### config.mk
export PLATFORM = sky130hd
export DESIGN_NAME = lane_demand_monitor
export DESIGN_NICKNAME = d
export VERILOG_FILES = /design/src/rtl/lane_demand_pkg.sv /design/src/rtl/lane_counter.sv /design/src/rtl/lane_demand_monitor.sv
export SDC_FILE = /design/constraint.sdc
export NUM_CORES = 1
export LEC_CHECK = 0
export ABC_CLOCK_PERIOD_IN_PS = 19250
export CAP_MARGIN = 20
export CORE_MARGIN = 2
export CORE_UTILIZATION = 60
export CTS_CLUSTER_SIZE = 8
export DETAILED_ROUTE_END_ITERATION = 12
export HOLD_SLACK_MARGIN = 0.03
export PLACE_DENSITY = 0.9
export SLEW_MARGIN = 10
export SYNTH_ARGS = -nofsm -noshare
export SYNTH_HDL_FRONTEND = slang
export SYNTH_HIERARCHICAL = 1
export SYNTH_SLANG_ARGS = --single-unit
export TNS_END_PERCENT = 20
### constraint.sdc
create_clock -name clk -period 19.25 [get_ports clk]
set_input_delay 5.775 -clock clk [delete_from_list [all_inputs] [get_ports clk]]
set_output_delay 5.775 -clock clk [all_outputs]
set_load 0.005 [all_outputs]
### src/rtl/lane_demand_pkg.sv
// lane_demand_pkg: shared widths, class limits and class validity check for the lane demand monitor
package lane_demand_pkg;
    localparam int NLANE = 4;
    localparam int LANE_W = 3;
    localparam int CLASS_W = 5;
    localparam int CLASS_MIN = 1;
    localparam int CLASS_MAX = 26;
    localparam int EMERG_CLASS = 26;

    function automatic logic is_valid_class(input logic [CLASS_W-1:0] c);
        return c >= CLASS_W'(CLASS_MIN) && c <= CLASS_W'(CLASS_MAX);
    endfunction
endpackage

### src/rtl/lane_counter.sv
// lane_counter: per-lane saturating vehicle count with clear/halve, plus emergency hold timer
module lane_counter #(
    parameter int CNT_W = 6,
    parameter int EMERG_HOLD = 32
) (
    input  logic             clk,
    input  logic             reset,
    input  logic             clear,
    input  logic             halve,
    input  logic             inc,
    input  logic             load,
    output logic [CNT_W-1:0] count,
    output logic [CNT_W-1:0] count_nx,
    output logic             emerg
);
    localparam int HOLD_W = $clog2(EMERG_HOLD + 1);

    logic [HOLD_W-1:0] hold, hold_nx;

    // clear beats halve beats increment; increment and halve never coincide
    always_comb begin
        count_nx = clear ? '0 : halve ? count >> 1 : (inc && count != '1) ? count + 1'b1 : count;
        hold_nx = load ? HOLD_W'(EMERG_HOLD) : (hold != '0) ? hold - 1'b1 : hold;
    end

    always_ff @(posedge clk) begin
        if (!reset) begin
            count <= '0;
            hold <= '0;
            emerg <= 1'b0;
        end else begin
            count <= count_nx;
            hold <= hold_nx;
            emerg <= hold_nx != '0;
        end
    end
endmodule

### src/rtl/lane_demand_monitor.sv
// lane_demand_monitor: turns per-image classifications into load-priority (p) and emergency (e)
// request vectors, with windowed count decay and per-lane emergency hold.
module lane_demand_monitor
    import lane_demand_pkg::*;
#(
    parameter int CNT_W = 6,
    parameter int LOAD_THRESH = 8,
    parameter int WINDOW = 64,
    parameter int EMERG_HOLD = 32,
    parameter int EMERG_CLASS = lane_demand_pkg::EMERG_CLASS
) (
    input  logic                   clk,
    input  logic                   reset,
    input  logic                   cls_valid,
    output logic                   cls_ready,
    input  logic [LANE_W-1:0]      cls_lane,
    input  logic [CLASS_W-1:0]     cls_class,
    input  logic [NLANE-1:0]       served,
    output logic [NLANE-1:0]       p,
    output logic [NLANE-1:0]       e,
    output logic                   drop,
    output logic [NLANE*CNT_W-1:0] lane_count
);
    localparam int WIN_W = $clog2(WINDOW);

    logic [WIN_W-1:0] win, win_nx;
    logic tick, accept, good, take, em;
    logic [CNT_W-1:0] cnt_nx [NLANE];
    logic [CNT_W-1:0] best;
    logic [NLANE-1:0] p_nx;

    always_comb begin
        tick = win == WIN_W'(WINDOW - 1);
        win_nx = tick ? '0 : win + 1'b1;
        accept = cls_valid & cls_ready;
        good = cls_lane < LANE_W'(NLANE) && is_valid_class(cls_class);
        take = accept & good;
        em = take && cls_class == CLASS_W'(EMERG_CLASS);
    end

    for (genvar g = 0; g < NLANE; g++) begin : g_lane
        lane_counter #(.CNT_W(CNT_W), .EMERG_HOLD(EMERG_HOLD)) u_lane (
            .clk(clk),
            .reset(reset),
            .clear(served[g]),
            .halve(tick),
            .inc(take && cls_lane == LANE_W'(g)),
            .load(em && cls_lane == LANE_W'(g)),
            .count(lane_count[g*CNT_W +: CNT_W]),
            .count_nx(cnt_nx[g]),
            .emerg(e[g])
        );
    end

    // strict compare keeps the lowest index on ties
    always_comb begin
        p_nx = '0;
        best = '0;
        for (int i = 0; i < NLANE; i++) begin
            if (cnt_nx[i] >= CNT_W'(LOAD_THRESH) && cnt_nx[i] > best) begin
                best = cnt_nx[i];
                p_nx = '0;
                p_nx[i] = 1'b1;
            end
        end
    end

    always_ff @(posedge clk) begin
        if (!reset) begin
            win <= '0;
            p <= '0;
            drop <= 1'b0;
            cls_ready <= 1'b0;
        end else begin
            win <= win_nx;
            p <= p_nx;
            drop <= accept & ~good;
            cls_ready <= win_nx != WIN_W'(WINDOW - 1);
        end
    end
endmodule

; ---- Word level (Yosys, flattened, before mapping)
; Cells that the tools add are included.
[word_totals]
out_inout_bits = 34
reg_bits = 64
elab_cells = 113
in_bits = 15
[op_classes]
add_sub_neg = 9
muxes = 28
n_eq_ne = 10
n_lt_le_gt_ge = 11
bitwise_logic = 5
n_reduce_logical = 31
[ops]
columns = operator, n
row1 = 6-bit 2-to-1 mux, 24
row2 = 6-bit nonzero test, 8
row3 = "6-bit by 1-bit adder with 6-bit output, second input constant", 5
row4 = "6-bit != test, second input constant", 5
row5 = "6-bit by 4-bit greater-or-equal comparator with 1-bit output, second input constant", 4
row6 = "6-bit by 1-bit subtractor with 6-bit output, second input constant", 4
row7 = 1-bit logical AND, 19
row8 = 6-bit greater-than comparator, 3
row9 = 4-bit 2-to-1 mux, 3
row10 = "3-bit by 2-bit == test with 1-bit output, second input constant", 2
row11 = "6-bit == test, second input constant", 1
row12 = "6-bit by 1-bit greater-than comparator with 1-bit output, second input constant", 1
row13 = "5-bit == test, second input constant", 1
row14 = "5-bit by 1-bit greater-or-equal comparator with 1-bit output, second input constant", 1
row15 = "5-bit less-or-equal comparator, second input constant", 1
row16 = 4-bit OR reduction, 1
row17 = 1-bit AND, 3
row18 = "3-bit by 1-bit == test with 1-bit output, second input constant", 1
row19 = 3-bit zero test, 1
row20 = "3-bit less-than comparator, second input constant", 1
row21 = 3-bit OR reduction, 1
row22 = 1-bit NOT, 2
row23 = 2-bit OR reduction, 1
row24 = 1-bit 2-to-1 mux, 1

; ---- Longest topological paths before layout
[logic_depth]
depth_word = 21
ltp_mapped = 27
depth_no_buf = 26

; ---- Cells and area by module
; The synthesis kept the hierarchy.
[by_module_without_submodules]
columns = module, area_per_inst_um2, cells_each, n_inst
row1 = lane_counter, 760.7, 90, 4
row2 = lane_demand_monitor, 1208.7, 151, 1

; ---- Worst setup path after synthesis
; No wires, ideal clock.
[synth_path]
kind = input port to flip-flop
start = in cls_class[0]
end = reg p[0]
path_stages = 26
arrival_ns = 11.184
path_buffers = 1
setup_slack_ns = 7.974
cell_sequence = or4_1 o221ai_1 or3_4 nor3_1 clkbuf_1 a21o_1 a21oi_1 nor3_1 or3_1 nand2_1 ha_1 and4_1 a31oi_1 a21boi_2 a221oi_1 ha_1 nand4_1 o21bai_1 a31oi_2 mux2_2 ha_1 nor2b_1 o21a_1 o21bai_1 a21oi_1 nor4bb_1
[synth_rtl]
columns = item, line_no
row1 = "start, declared", lane_demand_monitor.sv:17  ; input logic [CLASS_W-1:0] cls_class,
row2 = "end signal, assigned", lane_demand_monitor.sv:76  ; p <= p_nx;
row3 = "end, declared", lane_demand_monitor.sv:19  ; output logic [NLANE-1:0] p,

==> results.toml <==
[yosys]
synth_warnings = 6
netlist_top_cells_count = "70 x nor2_1, 64 x dfxtp_1, 32 x ha_1, 32 x inv_1, 27 x nor3_1"
ys_top_cells_by_area = "dfxtp_1 30%, ha_1 9.4%, nor2_1 6.2%"
synth_cells = 511
synth_top_area_cell = "dfxtp_1"
yosysTopAreaCellShare = 0.3014
async_flop_share = 0
synth_fa_ha_area_frac = 0.09417
synth_cell_types = 54
synthMuxAreaShare = 0.02590
synth_area_mm2 = 0.004252
synth_compound_area_frac = 0.2178
syn-num-nets = 558
synth-main-ff-cell = "dfxtp_1"
synth-simple-area-share = 0.2699
synth_edf_count = 0
syn_area_per_cell_um2 = 8.320
synth.most_common_cell = "nor2_1"
synth_xor_xnor_area_share = 0.05562
synth_top_family_by_area = "simple AND/OR/NAND/NOR gates"
ys_seq_elements = 64
synth.yosys.seq_area_share = 0.3014

[place]
gp_routability_congestion = 0.9705
post-place-ws_ns = 6.438
hpwlAfterDp_mm = 7.532
port_buffers = 48
placed_cells = 649

[setup_path]
required_ns = 19.51
crit_path_max_fanout = 10
crit_type = "in2reg"
crit_buf_inv = 1
worstReg2RegStart = "cls_ready"
crit_family = "compound AO/OA/AOI/OAI gates"
cp-end-kind = "flop"
cp_data_arrival_time_ns = 13.00
start_kind = "primary input"
critPathLaunch = "cls_class[0]"
crit_slowest_cell = "nor3_1"
cpPeakStageDelay_ns = 0.81

[sta]
final-setup-viol-count = 0
fin_ws_ns = 6.505
fin_tns_setup_ns = 0
rsz0062_at_grt = "false"
timing.slew.headroom = 0.2942
final_max_slew_viol_count = 0
fmax_mhz = 78.46
min_period_ns = 12.74
fin_crit_sh = 0.6621
hold_violations = 0
tightest_slew_ns = 1.051
fin_worst_skew_ns = 0.003754

[power]
p_comb_frac = 0.398
power_density_mw_per_mm2 = 107.3
peakVddDrop_uv = 46.82
seqPwrFrac = 0.364
switching_share = 0.3570
power.leakage_nw = 1.956
p_switching_w = 0.0001943
pwr-share-clk = 0.239
p_int_w = 0.0003501

[global_route]
overflow = 0
grt_pass1_wl_mm = 17.22
grt_max_degree = 31
grt_pass1_vias = 3975
grt_usage = 0.2779
grt_antenna_before_repair = 0

[drt]
remaining_drc_errors = 0
dr_wl_met3_um = 757
highest_layer = "met4"
postRouteAntennaNets = 0
vias = 4133
wirelength_mm = 10.50
wl_met1_mm = 4.431
drt_iter0_drc = 328
routed_via_density = 6.215
routedWlPerCell_um = 15.79
wl_met2_mm = 5.143
first_pass_iters = 6

[run_status]
status = "finished clean"

[layout]
nNetsFinal = 612
area_delta_synth_final_pct = 19.31
drive_above_1_share = 0.08084
diodes = 0
postLayoutCoreUtil = 0.7425
fin_cells = 665

[floorplan]
num_rows = 30
initial_core_util = 0.6223
die_w_um = 88.18
num_io_pins = 49
fp.dieArea_mm2 = 0.007776
chipHeight_um = 88.18
core_area_mm2 = 0.006832

[cts]
worstSkewPairLatency_ns = 0.35
clock-sinks = 64
h-tree-depth = 3
cts_inserted_buffers = 9
clockBufferDepth = 2
root_buffer = "clkbuf_8"
cts_tree = "built"
postCtsSetupBuffers = 0
path_clk_slew_ns = 0.07
cts_hold_buf = 0
cts_resized = 0

[min_path]
min_from = "cls_ready"
min_path_type = "reg2reg"

[run]
maxCapViolations = 0
## area by class of cell
type,count,area [µm²]
clock buffers,12,155.1
clock inverters,3,65.06
fillers,486,1759
inverters,32,120.1
multi-input cells,407,2820
flip-flops and latches,64,1281
well taps,96,120.1
repair buffers,51,510.5
## registers in the layout (all words and copies together), names as in the netlist
| name | count |
|---|---|
| g_lane.u_lane/count | 24 |
| g_lane.u_lane/hold | 24 |
| win | 6 |
| g_lane.u_lane/emerg | 4 |
| p | 4 |
| cls_ready | 1 |
| drop | 1 |
## power by group through the flow
stage,logic (W),registers (W),clock network [W]
2_1_floorplan,0.000173,0.000194,0
5_1_grt,0.000241,0.000201,0.000138
3_3_place_gp,0.000201,0.000198,0
3_5_place_dp,0.000211,0.000200,0
6_report,0.000216,0.000198,0.000130
4_1_cts,0.000216,0.000197,0.000132
## layout by cell type (no fill, tap or decap), types with 6 or more instances in the layout
cell	count
xor2_1	7
nand2b_1	18
nand2_1	19
and2_1	8
a211oi_1	20
a21o_1	6
clkdlybuf4s50_1	48
o2111ai_1	8
clkbuf_8	11
a221oi_1	7
o31a_1	8
dfxtp_1	64
inv_1	32
nor3_1	27
mux2_2	8
and3_1	13
nor2b_1	8
nor2_1	70
nand3_1	20
a21oi_1	20
xnor2_1	20
ha_1	32
## per-layer routing
metal | vias to the layer above | global-route usage
met4 | 0 | 0.1006
li1 | 1998 | -
met2 | 175 | 0.4757
met5 | - | 0
met3 | 22 | 0.08011
met1 | 1938 | 0.3312
## per-stage QoR
step           hold WS, ns  power [W]  instance area (µm²)
5_1_grt             0.5173  0.0005807                 5072
2_1_floorplan       0.4527  0.0003663                 4252
3_3_place_gp        0.4699  0.0003990                 4837
3_5_place_dp        0.4714  0.0004115                 4837
4_1_cts             0.4864  0.0005457                 5057
6_report            0.4799  0.0005444                 5072
## cell families (layout without fill, tap and decap cells)
kind of cell    count (synthesis)  after routing
compound gates                122            122
buf+inv                        40             98
fa+ha+maj                      32             32
flops                          64             64
xor+xnor                       27             27
simple gates                  216            216
mux                            10             10
## path summary, 6_finish.rpt
check	to	slack (ns)	cells after the start
worst min register to register	drop	0.48	2
worst max-delay path	p[0]	6.51	26
worst min-delay path	drop	0.48	2
worst max register to register	p[0]	12.34	24
## worst min-delay path: stages, from the launching register on
cell and delay [ns]:
dfxtp_1 0.32, nand2_1 0.07, nor3b_1 0.05
No activity file was read; power rests on OpenSTA's default activity.
